**src/rtl/branch_res_queue_cu_if.sv**
```systemverilog
// rtl/branch_res_queue_cu_if.sv - branch resolution queue channel/frontend/issue bundle
interface branch_res_queue_cu_if #(
    parameter int NUM_CH = 2,
    parameter int DEPTH  = 4,
    parameter int DATA_W = 64
);
    localparam int CH_W  = (NUM_CH > 1) ? $clog2(NUM_CH) : 1;
    localparam int CNT_W = $clog2(DEPTH) + 1;

    logic                     flush_i;
    logic [NUM_CH-1:0]        ch_valid_i;
    logic [NUM_CH-1:0]        ch_ready_o;
    logic [NUM_CH-1:0]        ch_mis_i;
    logic [NUM_CH*DATA_W-1:0] ch_data_i;
    logic                     issue_mis_o;
    logic [CH_W-1:0]          issue_mis_ch_o;
    logic                     fe_valid_o;
    logic                     fe_ready_i;
    logic [DATA_W-1:0]        fe_data_o;
    logic                     fe_mis_o;
    logic [CNT_W-1:0]         count_o;

    // environment side: branch units, frontend and flush source
    modport master (
        output flush_i, ch_valid_i, ch_mis_i, ch_data_i, fe_ready_i,
        input  ch_ready_o, issue_mis_o, issue_mis_ch_o, fe_valid_o, fe_data_o, fe_mis_o, count_o
    );

    // control unit side
    modport slave (
        input  flush_i, ch_valid_i, ch_mis_i, ch_data_i, fe_ready_i,
        output ch_ready_o, issue_mis_o, issue_mis_ch_o, fe_valid_o, fe_data_o, fe_mis_o, count_o
    );
endinterface

```
**src/rtl/branch_res_queue_cu.sv**
```systemverilog
// rtl/branch_res_queue_cu.sv - multi-channel branch resolution FIFO with misprediction drain/stall
module branch_res_queue_cu #(
    parameter int NUM_CH = 2,
    parameter int DEPTH  = 4,
    parameter int DATA_W = 64
) (
    input logic                   clk_i,
    input logic                   rst_i,
    branch_res_queue_cu_if.slave  bus
);
    localparam int AW    = $clog2(DEPTH);
    localparam int CNT_W = AW + 1;
    localparam int CH_W  = (NUM_CH > 1) ? $clog2(NUM_CH) : 1;

    typedef enum logic [1:0] {RUN, MIS_NOTIFY, MIS_DRAIN, STALL} state_t;

    state_t            state_q, state_d;
    logic [DATA_W:0]   mem_q [DEPTH];
    logic [AW-1:0]     wr_ptr_q, rd_ptr_q;
    logic [CNT_W-1:0]  count_q;
    logic [CH_W-1:0]   mis_ch_q;

    logic              accept_ok;
    logic              found;
    logic [NUM_CH-1:0] grant;
    logic [CH_W-1:0]   grant_idx;
    logic              push_mis;
    logic [DATA_W-1:0] push_data;
    logic              push;
    logic              pop;
    logic              fe_valid;
    logic              head_mis;

    // fixed-priority arbiter: lowest valid channel wins, only while RUN with room; reset forces zero
    always_comb begin
        accept_ok = (state_q == RUN) && (count_q < CNT_W'(DEPTH)) && !rst_i;
        found     = 1'b0;
        grant     = '0;
        grant_idx = '0;
        push_mis  = 1'b0;
        push_data = '0;
        for (int i = 0; i < NUM_CH; i++) begin
            if (!found && bus.ch_valid_i[i]) begin
                found     = 1'b1;
                grant_idx = CH_W'(i);
                push_mis  = bus.ch_mis_i[i];
                push_data = bus.ch_data_i[i*DATA_W +: DATA_W];
                grant[i]  = accept_ok;
            end
        end
    end

    assign push     = found && accept_ok;
    assign head_mis = mem_q[rd_ptr_q][DATA_W];
    assign fe_valid = (count_q != '0) && (state_q != STALL);
    assign pop      = fe_valid && bus.fe_ready_i;

    assign bus.ch_ready_o     = grant;
    assign bus.fe_valid_o     = fe_valid;
    assign bus.fe_data_o      = mem_q[rd_ptr_q][DATA_W-1:0];
    assign bus.fe_mis_o       = head_mis;
    assign bus.count_o        = count_q;
    assign bus.issue_mis_o    = (state_q == MIS_NOTIFY);
    assign bus.issue_mis_ch_o = mis_ch_q;

    // next-state: the mis entry may already leave during the notify cycle when it sits at the head
    always_comb begin
        state_d = state_q;
        case (state_q)
            RUN:        if (push && push_mis) state_d = MIS_NOTIFY;
            MIS_NOTIFY: state_d = (pop && head_mis) ? STALL : MIS_DRAIN;
            MIS_DRAIN:  if (pop && head_mis) state_d = STALL;
            STALL:      state_d = STALL;
            default:    state_d = RUN;
        endcase
        if (bus.flush_i) state_d = RUN;
    end

    // state register
    always_ff @(posedge clk_i or posedge rst_i) begin
        if (rst_i) state_q <= RUN;
        else       state_q <= state_d;
    end

    // FIFO storage, pointers and occupancy; flush discards any push/pop of its cycle
    always_ff @(posedge clk_i or posedge rst_i) begin
        if (rst_i) begin
            wr_ptr_q <= '0;
            rd_ptr_q <= '0;
            count_q  <= '0;
            mis_ch_q <= '0;
            for (int i = 0; i < DEPTH; i++) mem_q[i] <= '0;
        end else if (bus.flush_i) begin
            wr_ptr_q <= '0;
            rd_ptr_q <= '0;
            count_q  <= '0;
        end else begin
            if (push) begin
                mem_q[wr_ptr_q] <= {push_mis, push_data};
                wr_ptr_q        <= wr_ptr_q + 1'b1;
            end
            if (pop) rd_ptr_q <= rd_ptr_q + 1'b1;
            if (push && !pop)      count_q <= count_q + 1'b1;
            else if (!push && pop) count_q <= count_q - 1'b1;
            if (push && push_mis) mis_ch_q <= grant_idx;
        end
    end
endmodule

```
**src/flat_wrapper.sv**
```systemverilog
// flat-port wrapper written by rule: the top's interface ports become plain ports
module branch_res_queue_cu_flat 
#(
    parameter int NUM_CH = 2,
    parameter int DEPTH  = 4,
    parameter int DATA_W = 64
)
  (clk_i, rst_i, bus_flush_i, bus_ch_valid_i, bus_ch_mis_i, bus_ch_data_i, bus_fe_ready_i, bus_ch_ready_o, bus_issue_mis_o, bus_issue_mis_ch_o, bus_fe_valid_o, bus_fe_data_o, bus_fe_mis_o, bus_count_o);
  branch_res_queue_cu_if #(.NUM_CH(NUM_CH), .DEPTH(DEPTH), .DATA_W(DATA_W)) bus_i ();
  input logic clk_i;
  input logic rst_i;
  input wire logic [$bits(bus_i.flush_i)-1:0] bus_flush_i;
  input wire logic [$bits(bus_i.ch_valid_i)-1:0] bus_ch_valid_i;
  input wire logic [$bits(bus_i.ch_mis_i)-1:0] bus_ch_mis_i;
  input wire logic [$bits(bus_i.ch_data_i)-1:0] bus_ch_data_i;
  input wire logic [$bits(bus_i.fe_ready_i)-1:0] bus_fe_ready_i;
  output wire logic [$bits(bus_i.ch_ready_o)-1:0] bus_ch_ready_o;
  output wire logic [$bits(bus_i.issue_mis_o)-1:0] bus_issue_mis_o;
  output wire logic [$bits(bus_i.issue_mis_ch_o)-1:0] bus_issue_mis_ch_o;
  output wire logic [$bits(bus_i.fe_valid_o)-1:0] bus_fe_valid_o;
  output wire logic [$bits(bus_i.fe_data_o)-1:0] bus_fe_data_o;
  output wire logic [$bits(bus_i.fe_mis_o)-1:0] bus_fe_mis_o;
  output wire logic [$bits(bus_i.count_o)-1:0] bus_count_o;
  assign bus_i.flush_i = bus_flush_i;
  assign bus_i.ch_valid_i = bus_ch_valid_i;
  assign bus_i.ch_mis_i = bus_ch_mis_i;
  assign bus_i.ch_data_i = bus_ch_data_i;
  assign bus_i.fe_ready_i = bus_fe_ready_i;
  assign bus_ch_ready_o = bus_i.ch_ready_o;
  assign bus_issue_mis_o = bus_i.issue_mis_o;
  assign bus_issue_mis_ch_o = bus_i.issue_mis_ch_o;
  assign bus_fe_valid_o = bus_i.fe_valid_o;
  assign bus_fe_data_o = bus_i.fe_data_o;
  assign bus_fe_mis_o = bus_i.fe_mis_o;
  assign bus_count_o = bus_i.count_o;
  branch_res_queue_cu #(.NUM_CH(NUM_CH), .DEPTH(DEPTH), .DATA_W(DATA_W)) u_core (.clk_i(clk_i), .rst_i(rst_i), .bus(bus_i));
endmodule
```
**config.mk**
```make
export PLATFORM = sky130hd
export DESIGN_NAME = branch_res_queue_cu_flat
export DESIGN_NICKNAME = d
export VERILOG_FILES = /design/src/rtl/branch_res_queue_cu_if.sv /design/src/rtl/branch_res_queue_cu.sv /design/src/flat_wrapper.sv
export SDC_FILE = /design/constraint.sdc
export NUM_CORES = 1
export LEC_CHECK = 0
export ABC_AREA = 1
export CAP_MARGIN = 30
export CELL_PAD_IN_SITES_DETAIL_PLACEMENT = 1
export CELL_PAD_IN_SITES_GLOBAL_PLACEMENT = 2
export CORE_MARGIN = 1
export CORE_UTILIZATION = 34
export DETAILED_ROUTE_END_ITERATION = 8
export PLACE_DENSITY_LB_ADDON = 0.1
export RECOVER_POWER = 25
export SLEW_MARGIN = 40
export SYNTH_ARGS = -nofsm -noshare
export SYNTH_HDL_FRONTEND = slang
export SYNTH_SLANG_ARGS = --single-unit
export TNS_END_PERCENT = 100
```
**constraint.sdc**
```tcl
create_clock -name clk_i -period 16.47 [get_ports clk_i]
set_input_delay 3.294 -clock clk_i [delete_from_list [all_inputs] [get_ports clk_i]]
set_output_delay 3.294 -clock clk_i [all_outputs]
set_load 0.03 [all_outputs]
```
==> flow_summary.yaml <==
outcome:
  status: "complete, but fails checks"
  violations: "max-capacitance violations, max-slew violations"
pwr:
  p_per_area_mw_per_mm2: 181
  leakage_uw: 0.00746
  vdd_drop_max_mv: 0.0894
timing:
  slew_headroom_pct: -287
  tightestPinTransition_ns: 5.77
  fmax_mhz: 106
  finalCritPeriodShare_pct: 57.4
  skew_ns: 0.0221
  finalMaxSlewViolations: 234
  min_period_ns: 9.45
  finalSetupViolCount: 0
  fin_setup_tns_ns: 0
  hold_violations: 0
  rsz0062_at_grt: "false"
routing:
  post_drt_wl_per_cell_um: 17.3
  drt-vias-per-instance: 4.96
  drc: 0
  vias: 11100
  drtIter0Drc: 510
  drt-pass1-iter-count: 5
  routed_wirelength_mm: 38.9
  postRouteAntennaNets: 0
final_layout:
  fillers: 4484
  mostFrequentLayoutCells: "nand2_1, dfrtp_1, o21ai_0"
  final_common_cell: "nand2_1"
  nets: 1853
  area_growth_pct: 23.8
  num_antenna_cells: 0
  layout-drive-gt1-share_pct: 8.20
  finish.utilization_pct: 42.9
floorplanning:
  rows: 71
  floorplan.io_pins: 209
  floorplan.die.width_um: 198
  initial_core_util_pct: 34.6
  coreArea_sq_mm: 0.0378
  fp.dieArea_sq_mm: 0.0393
  die-height_um: 198
clock_tree:
  h-tree-depth: 1
  tritoncts: "done"
  post_cts_buffers: 0
  cts_made_buffers: 31
  clock-root-buffer: "clkbuf_16"
  cts_hold_buf: 0
  clk_latency_ns: 0.57
  cts-resized-gates: 0
  clk_pin_slew_ns: 0.06
  cts.sinks: 270
  clockBufferDepth: 3
global_route:
  grt_usage_pct: 20.2
  gr-total-overflow: 0
  grt_pass1_wl_mm: 62.8
  grt_pass1_vias: 11600
  grt_max_degree: 128
  antenna_found_initial: 0
place:
  io_buffer_count: 208
  place.gp.congestion: 0.745
  hpwl_mm: 22.8
worst_setup_path:
  cp.required_ns: 17.14
  crit_arrival_ns: 10.11
  start_kind: "primary input"
  crit_fanout: 127
  end_kind: "asynchronous set/reset pin"
  worstSetupPathType: "in -> async"
logic_synthesis:
  ys_seq_area_share_pct: 51.7
  synth_cells: 1575
  ys_warn_count: 0
  ys_ff_latch: 270
  synth_cell_type_count: 24
  synth_fp_nets: 1716
  avgSynthCellArea_sq_um: 8.30
  syn_area_sq_mm: 0.0131
run:
  maxCapViolCount: 3
hold_path:
  min_path_type: "reg -> reg"
-- metrics by stage --
stage | hold WS (ns) | setup WS, ns | cells | power [uW] | cell area, sq um
finish | 0.468 | 7.02 | 2243 | 2930 | 16200
CTS | 0.475 | 8.12 | 2242 | 2970 | 16200
global route | 0.493 | 5.65 | 2243 | 3130 | 16200
floorplan | 0.437 | 5.74 | 1575 | 1820 | 13100
detailed placement | 0.461 | 8.13 | 2189 | 2290 | 15200
global placement | 0.455 | 8.15 | 2188 | 2260 | 15200
-- cells in the mapped netlist --
master | instances | area share, %
nor2_2 | 2 | 0.096
o22ai_1 | 64 | 3.1
buf_4 | 1 | 0.057
o21ai_1 | 98 | 3.8
buf_6 | 39 | 3.4
fa_1 | 1 | 0.15
ha_1 | 4 | 0.38
buf_1 | 13 | 0.37
nor2_1 | 141 | 4.0
o21ai_0 | 226 | 8.6
nand3_2 | 1 | 0.077
nand4_1 | 1 | 0.048
o21ai_2 | 71 | 4.8
clkbuf_1 | 58 | 1.7
nand3_1 | 75 | 2.9
dfrtp_1 | 270 | 52
buf_2 | 9 | 0.34
nand2_4 | 3 | 0.26
inv_1 | 80 | 2.3
xor2_1 | 1 | 0.067
a21oi_1 | 4 | 0.15
nand2_1 | 411 | 12
inv_2 | 1 | 0.029
nand3b_1 | 1 | 0.057
-- logic make-up (layout without fill, tap and decap cells) --
family	after synthesis	after routing	share of synthesized area, %
AO/OA/AOI/OAI	463	463	20.4
XOR/XNOR	1	1	0.0670
adder cells (fa/ha/maj)	5	5	0.536
buffers and inverters	201	358	8.12
flip-flops	270	270	51.7
AND/OR/NAND/NOR	635	635	19.2
-- critical path, stage by stage --
cell and delay [ns]:
dlygate4sd3_1 0.57, clkinvlp_2 3.17, clkbuf_1 2.23, buf_4 0.75
-- path summary, 6_finish.rpt --
check                             startpoint                     to  slack (ns)  cells past startpoint
max in group clk_i                     rst_i      bus_ch_ready_o[0]        8.28                      5
hold / removal             u_core.mem_q[194]      u_core.mem_q[194]        0.47                      2
setup reg to reg           u_core.state_q[1]       u_core.mem_q[71]       13.64                      7
min in group asynchronous              rst_i  u_core.bus.count_o[0]        5.00                      2
hold reg to reg            u_core.mem_q[194]      u_core.mem_q[194]        0.47                      2
setup / recovery                       rst_i      u_core.mem_q[208]        7.02                      4
-- flip-flops by register name, indices dropped and copies added, names as in the netlist --
register                   cells
u_core.wr_ptr_q                2
u_core.mem_q                 260
u_core.bus.issue_mis_ch_o      1
u_core.state_q                 2
u_core.bus.count_o             3
u_core.rd_ptr_q                2
-- final cells by class --
class | count | area (sq um) | area share, %
sequential | 270 | 6760 | 41.8
multi-input combinational | 1104 | 5270 | 32.5
timing repair buffer | 224 | 2240 | 13.8
clock buffer | 50 | 927 | 5.73
tap | 511 | 639 | 3.95
inverter | 81 | 308 | 1.90
clock inverter | 3 | 47.5 | 0.294
-- where the power goes --
part,switching [uW],leakage [uW],internal [uW]
Combinational,754,0.00337,480
Clock,270,0.000476,395
Sequential,129,0.00362,900
-- layer usage --
metal,routed length [um],vias up,part of all wire [%],global-route usage [%]
met1,18700,5418,48,27.6
met2,18300,175,47,34.4
li1,-,5481,-,-
met4,510,0,1.3,3.70
met5,0,-,0,0
met3,1430,43,3.7,2.38
No activity file was read; power rests on OpenSTA's default activity.
